[src/rtl/intlv_pkg.sv]
// Shared defaults, scan-mode encodings and FSM state type for the interleaver controller.
package intlv_pkg;

    localparam int ROWS   = 83;
    localparam int COLS   = 148;
    localparam int DEPTH  = ROWS * COLS;
    localparam int ADDR_W = 14;

    localparam logic MODE_ROW = 1'b0;
    localparam logic MODE_COL = 1'b1;

    typedef enum logic [1:0] {
        IDLE,
        WRITE,
        READ,
        DRAIN
    } state_t;

endpackage

[src/rtl/intlv_addr_gen.sv]
// Row/column scan address generator; row-major is a linear count, column-major
// strides by COLS and restarts at the next column on row wrap. Wraps to 0 after the last cell.
module intlv_addr_gen #(
    parameter int ROWS   = intlv_pkg::ROWS,
    parameter int COLS   = intlv_pkg::COLS,
    parameter int ADDR_W = intlv_pkg::ADDR_W
) (
    input  logic              clk,
    input  logic              rst_n,
    input  logic              mode,
    input  logic              step,
    input  logic              clear,
    output logic [ADDR_W-1:0] addr,
    output logic              last
);
    import intlv_pkg::*;

    localparam logic [ADDR_W-1:0] ROW_MAX  = ADDR_W'(ROWS - 1);
    localparam logic [ADDR_W-1:0] COL_MAX  = ADDR_W'(COLS - 1);
    localparam logic [ADDR_W-1:0] COL_STEP = ADDR_W'(COLS);
    localparam logic [ADDR_W-1:0] ONE      = ADDR_W'(1);

    logic [ADDR_W-1:0] row;
    logic [ADDR_W-1:0] col;

    assign last = (row == ROW_MAX) && (col == COL_MAX);

    always_ff @(posedge clk or negedge rst_n) begin
        if (!rst_n) begin
            row  <= '0;
            col  <= '0;
            addr <= '0;
        end else if (clear || (step && last)) begin
            row  <= '0;
            col  <= '0;
            addr <= '0;
        end else if (step) begin
            if (mode == MODE_ROW) begin
                addr <= addr + ONE;
                if (col == COL_MAX) begin
                    col <= '0;
                    row <= row + ONE;
                end else begin
                    col <= col + ONE;
                end
            end else begin
                if (row == ROW_MAX) begin
                    row  <= '0;
                    col  <= col + ONE;
                    addr <= col + ONE;
                end else begin
                    row  <= row + ONE;
                    addr <= addr + COL_STEP;
                end
            end
        end
    end

endmodule

[src/rtl/intlv_ctrl.sv]
// Block interleaver controller: writes a frame into the single-port RAM, reads it back
// transposed through a 2-entry skid buffer. INTLV_DEINTERLEAVE_EN swaps the scan orders.
module intlv_ctrl #(
    parameter int ROWS   = intlv_pkg::ROWS,
    parameter int COLS   = intlv_pkg::COLS,
    parameter int ADDR_W = intlv_pkg::ADDR_W
) (
    input  logic              clk,
    input  logic              rst_n,
    input  logic [31:0]       in_data,
    input  logic              in_valid,
    output logic              in_ready,
    output logic [31:0]       out_data,
    output logic              out_valid,
    input  logic              out_ready,
    output logic [ADDR_W-1:0] ram_addr,
    output logic              ram_cs,
    output logic              ram_rd,
    output logic [31:0]       ram_wdata,
    input  logic [31:0]       ram_rdata,
    output logic              busy,
    output logic              frame_done
);
    import intlv_pkg::*;

`ifdef INTLV_DEINTERLEAVE_EN
    localparam logic WR_MODE = MODE_COL;
    localparam logic RD_MODE = MODE_ROW;
`else
    localparam logic WR_MODE = MODE_ROW;
    localparam logic RD_MODE = MODE_COL;
`endif

    state_t            state;
    state_t            state_next;
    logic [ADDR_W-1:0] gen_addr;
    logic              gen_last;
    logic              gen_mode;
    logic              gen_step;
    logic              gen_clear;
    logic              inflight;
    logic [1:0]        count;
    logic [1:0]        occ;
    logic [31:0]       buf0;
    logic [31:0]       buf1;
    logic              wr_fire;
    logic              issue;
    logic              push;
    logic              pop;
    logic              final_pop;

    assign out_valid = (count != 2'd0);
    assign out_data  = buf0;
    assign ram_addr  = gen_addr;
    assign push      = inflight;
    assign pop       = out_valid && out_ready;
    assign occ       = {1'b0, inflight} + count;
    assign wr_fire   = (state == WRITE) && in_valid;
    // A pop in the same cycle frees a slot, which keeps the read path at one word per cycle.
    assign issue     = (state == READ) && ((occ < 2'd2) || (pop && (occ == 2'd2)));
    assign final_pop = (state == DRAIN) && !inflight && (count == 2'd1) && pop;
    assign gen_step  = wr_fire || issue;
    assign gen_clear = (state == IDLE);
    assign gen_mode  = (state == WRITE) ? WR_MODE : RD_MODE;

    intlv_addr_gen #(
        .ROWS   (ROWS),
        .COLS   (COLS),
        .ADDR_W (ADDR_W)
    ) u_addr_gen (
        .clk   (clk),
        .rst_n (rst_n),
        .mode  (gen_mode),
        .step  (gen_step),
        .clear (gen_clear),
        .addr  (gen_addr),
        .last  (gen_last)
    );

    always_ff @(posedge clk or negedge rst_n) begin
        if (!rst_n) begin
            state <= IDLE;
        end else begin
            state <= state_next;
        end
    end

    always_comb begin
        state_next = state;
        case (state)
            IDLE:    state_next = WRITE;
            WRITE:   if (wr_fire && gen_last) state_next = READ;
            READ:    if (issue && gen_last) state_next = DRAIN;
            DRAIN:   if (final_pop) state_next = WRITE;
            default: state_next = IDLE;
        endcase
    end

    always_comb begin
        in_ready   = 1'b0;
        ram_cs     = 1'b1;
        ram_rd     = 1'b0;
        ram_wdata  = '0;
        busy       = 1'b0;
        frame_done = 1'b0;
        case (state)
            WRITE: begin
                in_ready  = 1'b1;
                ram_cs    = ~in_valid;
                ram_wdata = in_data;
                busy      = (gen_addr != '0);
            end
            READ: begin
                ram_cs = 1'b0;
                ram_rd = 1'b1;
                busy   = 1'b1;
            end
            DRAIN: begin
                ram_cs     = ~inflight;
                ram_rd     = inflight;
                busy       = 1'b1;
                frame_done = final_pop;
            end
            default: ;
        endcase
    end

    always_ff @(posedge clk or negedge rst_n) begin
        if (!rst_n) begin
            inflight <= 1'b0;
            count    <= '0;
            buf0     <= '0;
            buf1     <= '0;
        end else begin
            inflight <= issue;
            case ({push, pop})
                2'b10: begin
                    if (count == 2'd0) buf0 <= ram_rdata;
                    else               buf1 <= ram_rdata;
                    count <= count + 2'd1;
                end
                2'b01: begin
                    buf0  <= buf1;
                    count <= count - 2'd1;
                end
                2'b11: begin
                    if (count == 2'd1) begin
                        buf0 <= ram_rdata;
                    end else begin
                        buf0 <= buf1;
                        buf1 <= ram_rdata;
                    end
                end
                default: ;
            endcase
        end
    end

endmodule

[config.mk]
export PLATFORM = sky130hd
export DESIGN_NAME = intlv_ctrl
export DESIGN_NICKNAME = d
export VERILOG_FILES = /design/src/rtl/intlv_pkg.sv /design/src/rtl/intlv_addr_gen.sv /design/src/rtl/intlv_ctrl.sv
export SDC_FILE = /design/constraint.sdc
export NUM_CORES = 1
export LEC_CHECK = 0
export BUFFER_PORTS_ARGS = -buffer_cell sky130_fd_sc_hd__buf_2
export CORE_UTILIZATION = 47
export CTS_BUF_LIST = sky130_fd_sc_hd__clkbuf_16
export DETAILED_ROUTE_END_ITERATION = 6
export PLACE_DENSITY = 0.71
export SLEW_MARGIN = 25
export SYNTH_ARGS = -nofsm -noshare
export SYNTH_HDL_FRONTEND = slang
export SYNTH_HIERARCHICAL = 1
export SYNTH_SLANG_ARGS = --single-unit
[constraint.sdc]
create_clock -name clk -period 7.5 [get_ports clk]
set_input_delay 1.125 -clock clk [delete_from_list [all_inputs] [get_ports clk]]
set_output_delay 1.125 -clock clk [all_outputs]
set_load 0.05 [all_outputs]
---- Word-level counts from Yosys, hierarchy flattened ----
Index checks and enable logic that the tools add are counted.
word-level totals
  register bits ........................... 111
  input port bits ......................... 68
  output and inout port bits .............. 84
  logic and storage cells ................. 96
operators by class
  $add $sub $neg .......................... 7
  magnitude comparators ................... 1
  equal/unequal tests ..................... 17
  multiplexer cells ....................... 31
  bitwise operators ....................... 2
  reductions and logical operators ........ 30
operators with widths
  kind                                                    number
  two-way mux 14 bit                                      14
  two-way mux 32 bit                                      5
  case mux 32 bit (3 select lines)                        1
  case mux 32 bit (2 select lines)                        1
  adder 14 x 1 -> 14 bit (second input constant)          3
  adder 14 x 8 -> 14 bit (second input constant)          1
  == test 14 x 7 -> 1 bit (second input constant)         1
  == test 14 x 8 -> 1 bit (second input constant)         1
  nonzero test 14 bit                                     1
  logical AND 1 bit                                       11
  == test 2 bit (second input constant)                   5
  inequality test 2 bit (second input constant)           4
  case mux 2 bit (4 select lines)                         1
  nonzero test 2 bit                                      4
  == test 2 x 1 -> 1 bit (second input constant)          3
  two-way mux 2 bit                                       3
  AND reduction 2 bit                                     3
  AND reduction 3 bit                                     2
  nonzero test 3 bit                                      2
  zero test 2 bit                                         2
  inequality test 2 x 1 -> 1 bit (second input constant)  2
  case mux 1 bit (2 select lines)                         2
  case mux 2 bit (2 select lines)                         1
  logical OR 1 bit                                        3
  other kinds (10)                                        12

---- Longest topological paths before layout ----
  depth after elaboration ................. 10
  mapped depth ............................ 13
  gate-level depth less buffers ........... 11

---- Cells and area by module ----
The synthesis kept the hierarchy.
modules (own cells, without submodules)
  module          times used  cells each  area each (sq um)  seq. area each (sq um)
  intlv_ctrl      1           302         3515.9             1726.7
  intlv_addr_gen  1           349         2946.6             1051.0

---- Worst setup path after synthesis ----
Ideal clock, no wire load.
  path kind ............................... register -> output
  from .................................... register state[1]
  to ...................................... output ram_cs
  arrival ................................. 2.384 ns
  data required time ...................... 6.375 ns
  path slack .............................. 3.991 ns
  stages on the path, launching flop included .. 6
  buffers on the path ..................... 1
  path through ............................ dfrtp_1 inv_1 ha_1 clkbuf_1 inv_1 o21ai_0
on the way
  longest elaborated chain between the ends .. 2
  elaborated cells between the ends (all ways) .. 4
  those cells by class .................... eq/ne: 3; mux: 1
RTL lines
  what                                                     RTL line           source
  start: declaration                                       intlv_ctrl.sv:34   state_t state;
  start signal: assignment                                 intlv_ctrl.sv:84   state <= state_next;
  == test 2 bit or == test 2 x 1 -> 1 bit (tied branches)  intlv_ctrl.sv:106  case (state)
  case mux 1 bit (3 select lines) (*)                      intlv_ctrl.sv:106
  end: declaration                                         intlv_ctrl.sv:17   output logic ram_cs,
Mark *: on every way between the ends. The rest lies on a longest branch, timed or not.

---- Final worst setup path ----
  from .................................... register state[1]
  to ...................................... register u_addr_gen.col[13]
on the way
  longest elaborated chain between the ends .. 7
  elaborated cells between the ends (all ways) .. 14
  those cells by class .................... eq/ne: 2; mux: 3; reduce/logical: 9
RTL lines
  what                                                                RTL line                                              source
  == test 2 x 1 -> 1 bit or == test 2 bit (tied branches)             intlv_ctrl.sv:58, intlv_ctrl.sv:64, intlv_ctrl.sv:60
  logical AND 1 bit (on tied branches)                                intlv_ctrl.sv:58, intlv_ctrl.sv:60
  logical OR 1 bit                                                    intlv_ctrl.sv:62                                      assign gen_step = wr_fire || issue;
  logical AND 1 bit                                                   intlv_addr_gen.sv:33                                  end else if (clear || (step && last)) begin
  logical OR 1 bit                                                    intlv_addr_gen.sv:33
  nonzero test 3 bit (no line) or nonzero test 2 bit (tied branches)  --
  AND reduction 2 bit (no line)                                       --
  end signal: assignment                                              intlv_addr_gen.sv:44                                  col <= col + ONE;
  end signal: assignment                                              intlv_addr_gen.sv:49                                  col <= col + ONE;
  end: declaration                                                    intlv_addr_gen.sv:24                                  logic [ADDR_W-1:0] col;
Parallel ways exist; a longest one is shown, timed or not. The select of a mux whose other input is x is not followed.
A chain may end at the register's enable or synchronous reset.

==> impl_metrics.tcl <==
set metrics [dict create \
    swShare 0.434 \
    synth_warnings 6 \
    ys_ff_latch 111 \
    cp-end-kind "flop" \
    synthTopCellsByArea "dfrtp_1 (43%), mux2_4 (7.0%), nand2_1 (4.6%)" \
    grt_use_total 0.220 \
    slew_headroom 0.408 \
    clkLatencyLatePin_ps 350 \
    clkTransAtPathRegs_ps 70 \
    critPathSlowestCell "ha_1" \
    drt_iter0_markers 390 \
    syn_nets 734 \
    syn_avg_cell_area_um2 9.93 \
    rows 42 \
    synth_area_mm2 0.00646 \
    synth-edff-count 0 \
    rsz0062_at_grt "no" \
    routed_wl_um 15500 \
    fp.coreArea_mm2 0.0133 \
    fin_nets 864 \
    grt_overflow 0 \
    tightest_slew_ps 885 \
    setup_viol 0 \
    grt_first_pass_wirelength_um 25200 \
    grt_max_degree 84 \
    cts.path.max_buffers 2 \
    fin_crit_sh 0.538 \
    drtPass1Iterations 5 \
    min_period_ps 4040 \
    critPathLaunchType "flop" \
    post-route-drc-count 0 \
    hp-class "flop to flop" \
    cts_tree "done" \
    cp.arrival_ps 4330 \
    grt_pass1_vias 5108 \
    cpMostUsedCell "inv_1" \
    seq_power_share 0.366 \
    cts-resized-gates 0 \
    htreeDepth 3 \
    power_density_mw_per_mm2 282 \
    yosysTopAreaCell "dfrtp_1" \
    cts_hold_buf 0 \
    syn_to_final_growth_pct 16.8 \
    path_max_fanout 37 \
    vdd_drop_max_v 0.000142 \
    synth_cell_types 72 \
    fin_tns_setup_ps 0 \
    final_hold_viol_count 0 \
    drtAntennaViolNets 0 \
    skew_ps 4.69 \
    critPathKind "flop to flop" \
    async_reset_ff_frac 1.00 \
    dieWidth_um 119 \
    port_buffers 151 \
    routed-via-count 5402 \
    avgViaCountPerCell 5.62 \
    slew_violations 0 \
    clkPwrFrac 0.247 \
    start_util 0.484 \
    routabilityCongestion 0.895 \
    root_buffer "clkbuf_16" \
    cp.required_ps 7790 \
    ys.flop_type "dfrtp_1" \
    cts-buffers-inserted 9 \
    yosysSeqAreaShare 0.430 \
    holdWs_ps 487 \
    status "finished clean" \
    die_h_um 119 \
    cts.sinks 111 \
    antenna_found_initial 0 \
    path_cells "inv_1 > ha_1 > inv_1 > clkinv_1 > a41o_1 > nand3_1 > or3b_2 > nand2_1" \
    fmax_ghz 0.248 \
    drive_gt1_frac 0.288 \
    p_leak_uw 0.00367 \
    p_sw_uw 923 \
    post-dp-hpwl_um 10900 \
    slowest_delay_ps 730 \
    synth_top_area_share 0.430 \
    critPathBufInv 3 \
    maxCapViolations 0 \
    io_pins 152 \
    dieArea_mm2 0.0142 \
    power_frac_comb 0.387 \
    crit_family "simple AND/OR/NAND/NOR gates" \
    intPower_uw 1200 \
    syn_inst 651 \
    cts_setup_buffers 0 \
    avgRoutedWirePerCell_um 16.1 \
    antenna_cells 0 \
]
[layout make-up]
class	count	area [µm²]
Fill cell	1142	5800
Inverter	16	60.1
Multi-Input combinational cell	488	3370
Sequential cell	111	2780
Clock inverter	7	105
Clock buffer	9	225
Timing Repair Buffer	155	792
Tap cell	176	220
[cell families after synthesis]
| group | Yosys count | synth area share |
|---|---|---|
| AND/OR/NAND/NOR | 222 | 0.182 |
| buffers and inverters | 52 | 0.0496 |
| multiplexers | 35 | 0.0786 |
| AO/OA/AOI/OAI | 188 | 0.193 |
| adder cells (fa/ha/maj) | 15 | 0.0290 |
| XOR/XNOR | 28 | 0.0379 |
| flip-flops | 111 | 0.430 |
[power by group through the flow]
stage / sequential [µW] / clock (µW) / combinational [µW]
global placement: 784 / 0 / 809
floorplan: 1060 / 0 / 362
global route: 794 / 559 / 883
finish: 778 / 525 / 824
detailed placement: 787 / 0 / 825
CTS: 777 / 536 / 826
[path summary, 6_finish.rpt]
check / start / end / slack (ps) / cells after the start
setup / recovery: state[1] / u_addr_gen/col[13] / 3460 / 8
hold / removal: out_data[3] / out_data[3] / 490 / 2
setup reg to reg: state[1] / u_addr_gen/col[13] / 3460 / 8
hold reg to reg: out_data[3] / out_data[3] / 490 / 2
max in group asynchronous: rst_n / u_addr_gen/col[3] / 5770 / 2
min in group asynchronous: rst_n / buf1[4] / 680 / 1
[state kept, by name, indices dropped and copies added, names as in the netlist]
name,flops
buf1,32
count,2
u_addr_gen/row,14
u_addr_gen/addr,14
u_addr_gen/col,14
state,2
out_data,32
inflight,1
[Yosys cell counts, types with 4 or more instances]
cell	n
dfrtp_1	111
nand2_1	80
o21ai_0	51
nor2_1	39
and2_1	37
a22oi_1	33
mux2_4	30
o21ai_1	21
a21oi_1	20
ha_1	15
xnor2_1	15
clkbuf_1	14
inv_1	14
xor2_1	13
a21o_1	12
nand3_1	11
nor3_1	9
and3_1	8
buf_2	7
o22ai_1	7
o31ai_1	7
buf_4	6
buf_6	6
nand4_1	6
and4_1	5
a22o_1	4
nor2b_1	4
nor4_1	4
o2111ai_1	4
[cells in the final DEF (no fill, tap or decap), types with 4 or more instances in the layout]
cell type	instances
nand3_1	11
a22oi_1	33
o31ai_1	7
nand4_1	6
o21ai_0	51
and4_1	5
nor2_1	39
xnor2_1	15
inv_1	14
buf_4	4
nor4_1	4
buf_2	150
ha_1	15
a22o_1	4
nand2_1	80
nor2b_1	4
o21ai_1	21
o22ai_1	7
nor3_1	9
a21oi_1	19
xor2_1	13
dfrtp_1	111
clkbuf_16	9
a21o_1	11
and2_1	37
and3_1	8
o2111ai_1	4
mux2_4	30
[layer usage]
layer | GRT usage | share of wire | vias up
met2 | 0.353 | 0.48 | 175
met3 | 0.0465 | 0.054 | 18
li1 | - | - | 2590
met4 | 0.0649 | 0.015 | 0
met1 | 0.298 | 0.46 | 2619
met5 | 0 | 0 | -
[stage by stage]
stage	setup WS, ps	utilization	std cells	total power [µW]	area, µm²
2_1_floorplan	3990	-	651	1420	6460
3_3_place_gp	3810	0.540	946	1590	7210
3_5_place_dp	3620	0.540	946	1610	7210
4_1_cts	3490	0.565	962	2140	7540
5_1_grt	3130	0.566	962	2240	7550
6_report	3460	0.566	962	2130	7550
[worst min-delay path, delay by kind of cell, from the launching register on]
| family | cells | cell delay [ps] |
|---|---|---|
| AO/OA/AOI/OAI | 1 | 60 |
| flip-flops | 1 | 340 |
| AND/OR/NAND/NOR | 1 | 50 |
Power figures use the tool's default switching activity.
